==> src/rtl/ps2_pkg.sv <==
// -----------------------------------------------------------------------------
// ps2_pkg
// Shared definitions for the PS/2 device-to-host receive path and the
// downstream keyboard event filter.
//   ps2_rx_state_t   receiver FSM state encoding (IDLE, DATA, PARITY, STOP)
//   PS2_BREAK        scan-code prefix marking a key release (8'hF0)
//   PS2_EXTEND       scan-code prefix marking an extended key (8'hE0)
//   PS2_FILTER_LEN_DEFAULT / PS2_TIMEOUT_DEFAULT  default block parameters
//   odd_parity_ok()  odd-parity check over a data byte plus its parity bit
// -----------------------------------------------------------------------------
package ps2_pkg;

    typedef enum logic [1:0] {
        IDLE   = 2'd0,
        DATA   = 2'd1,
        PARITY = 2'd2,
        STOP   = 2'd3
    } ps2_rx_state_t;

    localparam logic [7:0] PS2_BREAK  = 8'hF0;
    localparam logic [7:0] PS2_EXTEND = 8'hE0;

    localparam int PS2_FILTER_LEN_DEFAULT = 8;
    localparam int PS2_TIMEOUT_DEFAULT    = 50000;

    // A PS/2 frame is good when the eight data bits and the parity bit
    // together hold an odd number of ones.
    function automatic logic odd_parity_ok(input logic [7:0] data, input logic par);
        return ^{data, par};
    endfunction

endpackage

==> src/rtl/ps2_sync_filter.sv <==
// -----------------------------------------------------------------------------
// ps2_sync_filter
// Brings the raw, asynchronous PS/2 lines into the clk_50mhz domain and
// deglitches the clock line.
//   clk_50mhz  in   system clock
//   reset_n    in   asynchronous active-low reset
//   ps2c       in   raw PS/2 clock
//   ps2d       in   raw PS/2 data
//   ps2d_sync  out  ps2d after a 2-flop synchronizer
//   fall       out  one-cycle pulse when the filtered ps2c goes 1 -> 0
// The filtered clock only changes after FILTER_LEN consecutive synchronized
// samples that disagree with it; any agreeing sample restarts the run.
// Raw edge to fall: 2 sync + FILTER_LEN filter + 1 edge-detect cycles.
// -----------------------------------------------------------------------------
module ps2_sync_filter
    import ps2_pkg::*;
#(
    parameter int FILTER_LEN = PS2_FILTER_LEN_DEFAULT
) (
    input  logic clk_50mhz,
    input  logic reset_n,
    input  logic ps2c,
    input  logic ps2d,
    output logic ps2d_sync,
    output logic fall
);

    localparam int CW = $clog2(FILTER_LEN + 1);

    logic [1:0]    c_sync_r;
    logic [1:0]    d_sync_r;
    logic          filt_r;
    logic          filt_d_r;
    logic          fall_r;
    logic [CW-1:0] run_r;

    logic [CW-1:0] run_next_s;
    logic          filt_next_s;

    // Two-flop synchronizers; both idle high so release from reset is quiet.
    always_ff @(posedge clk_50mhz or negedge reset_n) begin
        if (!reset_n) begin
            c_sync_r <= 2'b11;
            d_sync_r <= 2'b11;
        end else begin
            c_sync_r <= {c_sync_r[0], ps2c};
            d_sync_r <= {d_sync_r[0], ps2d};
        end
    end

    // Run-length filter next state: flip once FILTER_LEN disagreeing samples in a row.
    always_comb begin
        run_next_s  = run_r;
        filt_next_s = filt_r;
        if (c_sync_r[1] == filt_r) begin
            run_next_s  = '0;
            filt_next_s = filt_r;
        end else if (run_r == CW'(FILTER_LEN - 1)) begin
            run_next_s  = '0;
            filt_next_s = ~filt_r;
        end else begin
            run_next_s  = run_r + {{(CW-1){1'b0}}, 1'b1};
            filt_next_s = filt_r;
        end
    end

    // Filtered level, its one-cycle delayed copy and the registered fall pulse.
    always_ff @(posedge clk_50mhz or negedge reset_n) begin
        if (!reset_n) begin
            run_r    <= '0;
            filt_r   <= 1'b1;
            filt_d_r <= 1'b1;
            fall_r   <= 1'b0;
        end else begin
            run_r    <= run_next_s;
            filt_r   <= filt_next_s;
            filt_d_r <= filt_r;
            fall_r   <= filt_d_r & ~filt_r;
        end
    end

    assign ps2d_sync = d_sync_r[1];
    assign fall      = fall_r;

endmodule

==> src/rtl/ps2_rx_frame.sv <==
// -----------------------------------------------------------------------------
// ps2_rx_frame
// PS/2 device-to-host receiver. Deserializes 11-bit frames (start, 8 data bits
// LSB first, odd parity, stop) and presents each good byte on a held bus.
//   clk_50mhz   in   system clock, 50 MHz
//   reset_n     in   asynchronous active-low reset
//   ps2c        in   raw PS/2 clock (asynchronous, never driven by this block)
//   ps2d        in   raw PS/2 data  (asynchronous, never driven by this block)
//   key_code    out  last correctly received byte, held until the next good frame
//   code_valid  out  one-cycle strobe in the cycle key_code updates
//   frame_err   out  one-cycle strobe on bad stop bit, parity failure or timeout
//   busy        out  high while a frame is in progress
// Build option: define PS2_PARITY_CHECK_EN to reject frames whose parity is
// wrong; otherwise the parity bit is sampled but only the stop bit gates
// acceptance.
// -----------------------------------------------------------------------------
module ps2_rx_frame
    import ps2_pkg::*;
#(
    parameter int FILTER_LEN     = PS2_FILTER_LEN_DEFAULT,
    parameter int TIMEOUT_CYCLES = PS2_TIMEOUT_DEFAULT
) (
    input  logic       clk_50mhz,
    input  logic       reset_n,
    input  logic       ps2c,
    input  logic       ps2d,
    output logic [7:0] key_code,
    output logic       code_valid,
    output logic       frame_err,
    output logic       busy
);

    localparam int TW = $clog2(TIMEOUT_CYCLES + 1);

    localparam logic [1:0] ST_IDLE   = IDLE;
    localparam logic [1:0] ST_DATA   = DATA;
    localparam logic [1:0] ST_PARITY = PARITY;
    localparam logic [1:0] ST_STOP   = STOP;

    logic          ps2d_s;
    logic          fall_s;

    logic [1:0]    state_r;
    logic [2:0]    bit_idx_r;
    // Bits shift in at [8] and move right: after the parity bit the data byte
    // sits in [7:0] and parity in [8].
    logic [8:0]    shift_r;
    logic [TW-1:0] tmo_cnt_r;
    logic [7:0]    key_code_r;
    logic          code_valid_r;
    logic          frame_err_r;
    logic          busy_r;

    logic [1:0]    state_next_s;
    logic [2:0]    bit_idx_next_s;
    logic [8:0]    shift_next_s;
    logic [TW-1:0] tmo_cnt_next_s;
    logic [7:0]    key_code_next_s;
    logic          code_valid_next_s;
    logic          frame_err_next_s;
    logic          timeout_s;
    logic          parity_pass_s;

    ps2_sync_filter #(
        .FILTER_LEN (FILTER_LEN)
    ) u_sync_filter (
        .clk_50mhz (clk_50mhz),
        .reset_n   (reset_n),
        .ps2c      (ps2c),
        .ps2d      (ps2d),
        .ps2d_sync (ps2d_s),
        .fall      (fall_s)
    );

`ifdef PS2_PARITY_CHECK_EN
    assign parity_pass_s = odd_parity_ok(shift_r[7:0], shift_r[8]);
`else
    assign parity_pass_s = 1'b1;
`endif

    assign timeout_s = (state_r != ST_IDLE) && (tmo_cnt_r == TW'(TIMEOUT_CYCLES - 1));

    // Inactivity counter: held at zero in IDLE and restarted by every bit.
    always_comb begin
        tmo_cnt_next_s = tmo_cnt_r;
        if ((state_r == ST_IDLE) || fall_s || timeout_s) begin
            tmo_cnt_next_s = '0;
        end else begin
            tmo_cnt_next_s = tmo_cnt_r + {{(TW-1){1'b0}}, 1'b1};
        end
    end

    // Frame FSM next state; a timeout overrides a coincident fall.
    always_comb begin
        state_next_s      = state_r;
        bit_idx_next_s    = bit_idx_r;
        shift_next_s      = shift_r;
        key_code_next_s   = key_code_r;
        code_valid_next_s = 1'b0;
        frame_err_next_s  = 1'b0;
        if (timeout_s) begin
            state_next_s     = ST_IDLE;
            bit_idx_next_s   = 3'd0;
            shift_next_s     = 9'd0;
            frame_err_next_s = 1'b1;
        end else if (fall_s) begin
            case (state_r)
                ST_IDLE: begin
                    if (!ps2d_s) begin
                        state_next_s   = ST_DATA;
                        bit_idx_next_s = 3'd0;
                        shift_next_s   = 9'd0;
                    end else begin
                        state_next_s   = ST_IDLE;
                    end
                end
                ST_DATA: begin
                    shift_next_s = {ps2d_s, shift_r[8:1]};
                    if (bit_idx_r == 3'd7) begin
                        state_next_s   = ST_PARITY;
                        bit_idx_next_s = 3'd0;
                    end else begin
                        bit_idx_next_s = bit_idx_r + 3'd1;
                    end
                end
                ST_PARITY: begin
                    shift_next_s = {ps2d_s, shift_r[8:1]};
                    state_next_s = ST_STOP;
                end
                ST_STOP: begin
                    if (ps2d_s && parity_pass_s) begin
                        key_code_next_s   = shift_r[7:0];
                        code_valid_next_s = 1'b1;
                    end else begin
                        frame_err_next_s  = 1'b1;
                    end
                    state_next_s = ST_IDLE;
                end
                default: begin
                    state_next_s   = ST_IDLE;
                    bit_idx_next_s = 3'd0;
                    shift_next_s   = 9'd0;
                end
            endcase
        end else begin
            state_next_s = state_r;
        end
    end

    // State, counters and registered outputs.
    always_ff @(posedge clk_50mhz or negedge reset_n) begin
        if (!reset_n) begin
            state_r      <= ST_IDLE;
            bit_idx_r    <= 3'd0;
            shift_r      <= 9'd0;
            tmo_cnt_r    <= '0;
            key_code_r   <= 8'h00;
            code_valid_r <= 1'b0;
            frame_err_r  <= 1'b0;
            busy_r       <= 1'b0;
        end else begin
            state_r      <= state_next_s;
            bit_idx_r    <= bit_idx_next_s;
            shift_r      <= shift_next_s;
            tmo_cnt_r    <= tmo_cnt_next_s;
            key_code_r   <= key_code_next_s;
            code_valid_r <= code_valid_next_s;
            frame_err_r  <= frame_err_next_s;
            busy_r       <= (state_next_s != ST_IDLE);
        end
    end

    assign key_code   = key_code_r;
    assign code_valid = code_valid_r;
    assign frame_err  = frame_err_r;
    assign busy       = busy_r;

endmodule

==> config.mk <==
export PLATFORM = sky130hd
export DESIGN_NAME = ps2_rx_frame
export DESIGN_NICKNAME = d
export VERILOG_FILES = /design/src/rtl/ps2_pkg.sv /design/src/rtl/ps2_sync_filter.sv /design/src/rtl/ps2_rx_frame.sv
export SDC_FILE = /design/constraint.sdc
export NUM_CORES = 1
export LEC_CHECK = 0
export ABC_AREA = 0
export ABC_CLOCK_PERIOD_IN_PS = 2700
export BUFFER_PORTS_ARGS = -buffer_cell sky130_fd_sc_hd__buf_2
export CAP_MARGIN = 20
export CELL_PAD_IN_SITES_DETAIL_PLACEMENT = 1
export CELL_PAD_IN_SITES_GLOBAL_PLACEMENT = 1
export CORE_MARGIN = 8
export CORE_UTILIZATION = 43
export CTS_BUF_LIST = sky130_fd_sc_hd__clkbuf_8 sky130_fd_sc_hd__clkbuf_16
export DETAILED_ROUTE_END_ITERATION = 8
export PLACE_DENSITY = 0.79
export SLEW_MARGIN = 20
export SYNTH_ARGS = -nofsm -noshare
export SYNTH_HDL_FRONTEND = slang
export SYNTH_HIERARCHICAL = 1
export SYNTH_SLANG_ARGS = --single-unit
==> constraint.sdc <==
create_clock -name clk_50mhz -period 2.7 [get_ports clk_50mhz]
set_input_delay 0.54 -clock clk_50mhz [delete_from_list [all_inputs] [get_ports clk_50mhz]]
set_output_delay 0.54 -clock clk_50mhz [all_outputs]
set_load 0.02 [all_outputs]
Word-level counts from Yosys, hierarchy flattened. Cells that the tools add are included.

Word-level logic and storage cells: 68. Output and inout port bits: 11. Flip-flop bits (word level): 52. Input bits: 4.

Reductions and logical operators: 14. Bitwise logic cells: 4. Add/sub/neg operators: 3. Mux-type cells: 25. Equal/unequal tests: 8.

Operators by type and width (count): $mux W9 (3); $pmux W9 S2 (1); $add A16 B1 Y16 const B (1); $eq A16 B16 Y1 const B (1); $mux W16 (1); $mux W3 (4); $mux W1 (9); $mux W4 (2); $pmux W2 S4 (1); $mux W2 (3); $pmux W3 S2 (1); $reduce_and A3 Y1 (2); $reduce_bool A2 Y1 (3); $reduce_bool A3 Y1 (2); $add A4 B1 Y4 const B (1); $eq A2 B2 Y1 const B (2); $eq A4 B3 Y1 const B (1); $reduce_and A4 Y1 (1); $add A3 B1 Y3 const B (1); $eq A3 B3 Y1 const B (1); $ne A3 B3 Y1 const B (1); $not A1 Y1 (3); $eq A2 B1 Y1 const B (1); $logic_not A2 Y1 (1); other kinds (6) (7).

Depth between registers and ports, before layout.
Depth after elaboration: 6. Depth in mapped cells: 8. Gate-level depth less buffers: 6.

By module. The synthesis kept the hierarchy.

By module, submodules not included: ps2_rx_frame (area an instance 1926.8 um^2, seq. area each 1026.0 um^2, times used 1, cells an instance 176); ps2_sync_filter (area an instance 382.9 um^2, seq. area each 282.8 um^2, times used 1, cells an instance 25).

Least setup slack after synthesis. OpenSTA, ideal clock, no wires.

Path kind: reg2reg. Start: register tmo_cnt_r[12]. End: register key_code_r[0], in the netlist key_code[0]. Setup slack: 0.446 ns. Path buffers: 1. Arrival time: 2.129 ns. Period minus slack after synthesis: 2.254 ns. Stages on the path, launching flop included: 6. Required time: 2.575 ns. Path through: dfrtp_1 or4b_1 or4_4 o2111a_1 buf_6 mux2_4.

Word-level cells in the longest chain between the ends: 4.

RTL lines: from (decl) (line ps2_rx_frame.sv:48) `logic [TW-1:0] tmo_cnt_r;`; from (signal assigned) (line ps2_rx_frame.sv:165) `tmo_cnt_r <= tmo_cnt_next_s;`; $eq A16 B16 Y1 (line ps2_rx_frame.sv:81) `assign timeout_s = (state_r != ST_IDLE) && (tmo_cnt_r == TW'(TIMEOUT_CYCLES - 1));`; $logic_and A1 B1 Y1 (line ps2_rx_frame.sv:81); $not A1 Y1 (no line); $reduce_and A4 Y1 (no line); to (signal assigned) (line ps2_rx_frame.sv:166) `key_code_r <= key_code_next_s;`; to (decl) (line ps2_rx_frame.sv:49) `logic [7:0] key_code_r;`.

Every way passes these cells. A chain may end at the register's enable or synchronous reset.

Worst setup path in the final report. Same ends and word-level chain as after synthesis.

==> flow_metrics.py <==
metrics = {
    "timing": {
        "finalCritPeriodShare_pct": 92.4,
        "setup_violations": 0,
        "fin_skew_ns": 0.00697,
        "maxSlewHeadroom_pct": 50.4,
        "min_period_ns": 2.50,
        "finalSetupTns_ns": 0,
        "hold_viol": 0,
        "slew_violations": 0,
        "setup_ws_ns": 0.204,
        "fmax_mhz": 401,
        "rsz0062_at_grt": "no",
        "worstMarginPinSlew_ns": 0.743,
        "whs_ns": 0.283,
    },
    "clock_tree": {
        "cts_htree_levels": 2,
        "numCtsBuffers": 5,
        "postCtsHoldBufs": 0,
        "clock_latency_ns": 0.31,
        "cts-resized-gates": 0,
        "cts-root-buf": "clkbuf_8",
        "clkSinkCount": 52,
        "clk_path_buf_depth": 2,
        "clk_transition_reported_paths_ns": 0.10,
        "post_cts_buffers": 0,
        "cts_tree": "built",
    },
    "layout": {
        "n_fill_cell": 562,
        "layout_commonest_cell": "dfrtp_1",
        "multi_input_area_um2": 955,
        "nNetsFinal": 233,
        "syn_to_final_growth_pct": 12.7,
        "final_cells": 291,
        "design_area_um2": 2600,
        "antenna_cells": 0,
        "drive_gt1_share_pct": 20.8,
        "final_cell_mix": "46 x dfrtp_1, 37 x nor2_1, 14 x buf_2",
        "seq_area_um2": 1310,
        "utilization_pct": 50.7,
    },
    "worst_hold_path": {
        "worstHoldPathType": "input pin to async pin",
    },
    "synthesis": {
        "syn_avg_cell_area_um2": 11.5,
        "async_reset_ff_share_pct": 100,
        "synth.distinct_cells": 39,
        "syn_nets": 214,
        "syn_inst": 201,
        "ys_seq_elements": 52,
        "seq_area_frac_synth_pct": 56.7,
        "yosysWarnings": 6,
        "synth-main-ff-cell": "dfrtp_1",
        "synth_edf_count": 0,
        "syn_area_um2": 2310,
    },
    "power": {
        "switching_power_mw": 0.549,
        "power.total_mw": 1.92,
        "p_seq_share_pct": 50.0,
        "p_int_mw": 1.37,
        "leakage_nw": 1.18,
        "vdd_drop_max_mv": 0.463,
        "power_density_nw_per_um2": 736,
        "sw_frac_of_total_pct": 28.7,
        "power_frac_clock_pct": 33.4,
        "comb_power_share_pct": 16.7,
    },
    "route": {
        "post_drt_wl_per_cell_um": 16.3,
        "firstDrtPassIters": 4,
        "first_iter_violations": 86,
        "detail-route-antenna-nets": 0,
        "vias": 1533,
        "routed_wl_um": 4740,
        "drc_errors": 0,
        "viasPerCell": 5.27,
    },
    "worst_setup_path": {
        "crit_slowest_cell": "or4_4",
        "start_kind": "register",
        "endpoint_kind": "register",
        "crit_buf_inv": 0,
        "arrival_ns": 2.70,
        "crit_chain": "or4b_1, or4_4, o2111a_1, mux2_4",
        "worstPathMaxFanout": 9,
        "cp_top_family": "simple AND/OR/NAND/NOR gates",
        "max_stage_delay_ns": 0.58,
        "critical_path_class": "register to register",
        "required_ns": 2.90,
    },
    "floorplan": {
        "dieArea_um2": 7970,
        "die_h_um": 89.3,
        "core_area_um2": 5140,
        "start_util_pct": 44.9,
        "fp-row-count": 26,
        "io_pins": 15,
        "dieWidth_um": 89.3,
    },
    "job": {
        "maxCapViolCount": 0,
    },
    "placement": {
        "port_buffers": 14,
        "dp.cells": 283,
        "place.gp.congestion": 0.799,
        "dp_hpwl_um": 3350,
        "placed_cell_area_um2": 2470,
        "preCtsSetupSlack_ns": 0.196,
    },
    "global_routing": {
        "antenna_found_initial": 0,
        "track_usage_pct": 13.9,
        "grt_pass1_wl_um": 8370,
        "overflow": 0,
        "grt_pass1_vias": 1703,
        "grt_start_max_net_pins": 35,
    },
    "status": {
        "status": "completed",
    },
}
## area by class of cell
type / instances / area share (%)
flip-flops and latches: 52 / 50.3
multi-input cells: 139 / 36.7
repair buffers: 18 / 3.84
well taps: 70 / 3.36
clock buffers: 5 / 2.64
clock inverters: 3 / 2.64
inverters: 4 / 0.577
## synthesized netlist by cell type, drive strengths merged, types with 5 or more instances
cell,number,area (um2)
nand2,9,33.8
dfstp,6,158
nor3,6,30.0
a22oi,10,75.1
ha,9,113
nor2,38,145
nand3,6,30.0
xnor2,13,114
a21oi,5,25.0
dfrtp,46,1150
mux2,9,135
## registers in the layout, summed over array words and instances, names as in the netlist
name	cells
tmo_cnt_r	16
shift_r	9
key_code	8
u_sync_filter/run_r	4
bit_idx_r	3
state_r	2
u_sync_filter/c_sync_r	2
u_sync_filter/d_sync_r	2
busy	1
code_valid	1
frame_err	1
u_sync_filter/fall	1
u_sync_filter/filt_d_r	1
u_sync_filter/filt_r	1
## per-layer routing
layer  up-vias  GRT usage [%]  share of wire (%)
li1        728              -                  -
met1       783           17.3                 48
met4         0           5.44                1.5
met3         7           3.68                2.8
met5         -              0                  0
met2        15           22.4                 48
## logic make-up (layout without fill, tap and decap cells)
group           count (synthesis)  in the layout  share of synthesized area [%]
flops                          52             52                           56.7
fa+ha+maj                       9              9                           4.88
simple gates                   80             80                           17.0
xor+xnor                       15             15                           5.69
compound gates                 24             24                           7.04
buf+inv                        10             30                           2.00
mux                            11             11                           6.72
## worst paths after layout
| path | endpoint | from | depth (start not counted) | slack (ns) |
|---|---|---|---|---|
| worst max register to register | key_code[0]$_DFFE_PN0P_ | tmo_cnt_r[12]$_DFF_PN0_ | 4 | 0.20 |
| min in group clk_50mhz | u_sync_filter/c_sync_r[0]$_DFF_PN1_ | ps2c | 1 | 0.32 |
| worst max-delay path | key_code[0]$_DFFE_PN0P_ | tmo_cnt_r[12]$_DFF_PN0_ | 4 | 0.20 |
| max in group asynchronous | u_sync_filter/d_sync_r[1]$_DFF_PN1_ | reset_n | 2 | 1.72 |
| worst min register to register | u_sync_filter/c_sync_r[1]$_DFF_PN1_ | u_sync_filter/c_sync_r[0]$_DFF_PN1_ | 0 | 0.37 |
| worst min-delay path | shift_r[6]$_DFFE_PN0P_ | reset_n | 1 | 0.28 |
## worst register-to-register path, cell delays in order (launching register included)
cell,delay [ns]
dfrtp_1,0.43
or4b_1,0.53
or4_4,0.58
o2111a_1,0.46
mux2_4,0.38
## power groups by stage
| stage | registers (mW) | logic (mW) | clock network, mW |
|---|---|---|---|
| 2_1_floorplan | 0.945 | 0.236 | 0 |
| 3_3_place_gp | 0.963 | 0.297 | 0 |
| 3_5_place_dp | 0.972 | 0.315 | 0 |
| 4_1_cts | 0.958 | 0.325 | 0.654 |
| 5_1_grt | 0.974 | 0.370 | 0.685 |
| 6_report | 0.958 | 0.319 | 0.639 |
Note: power is estimated with default switching activity, not from simulation.
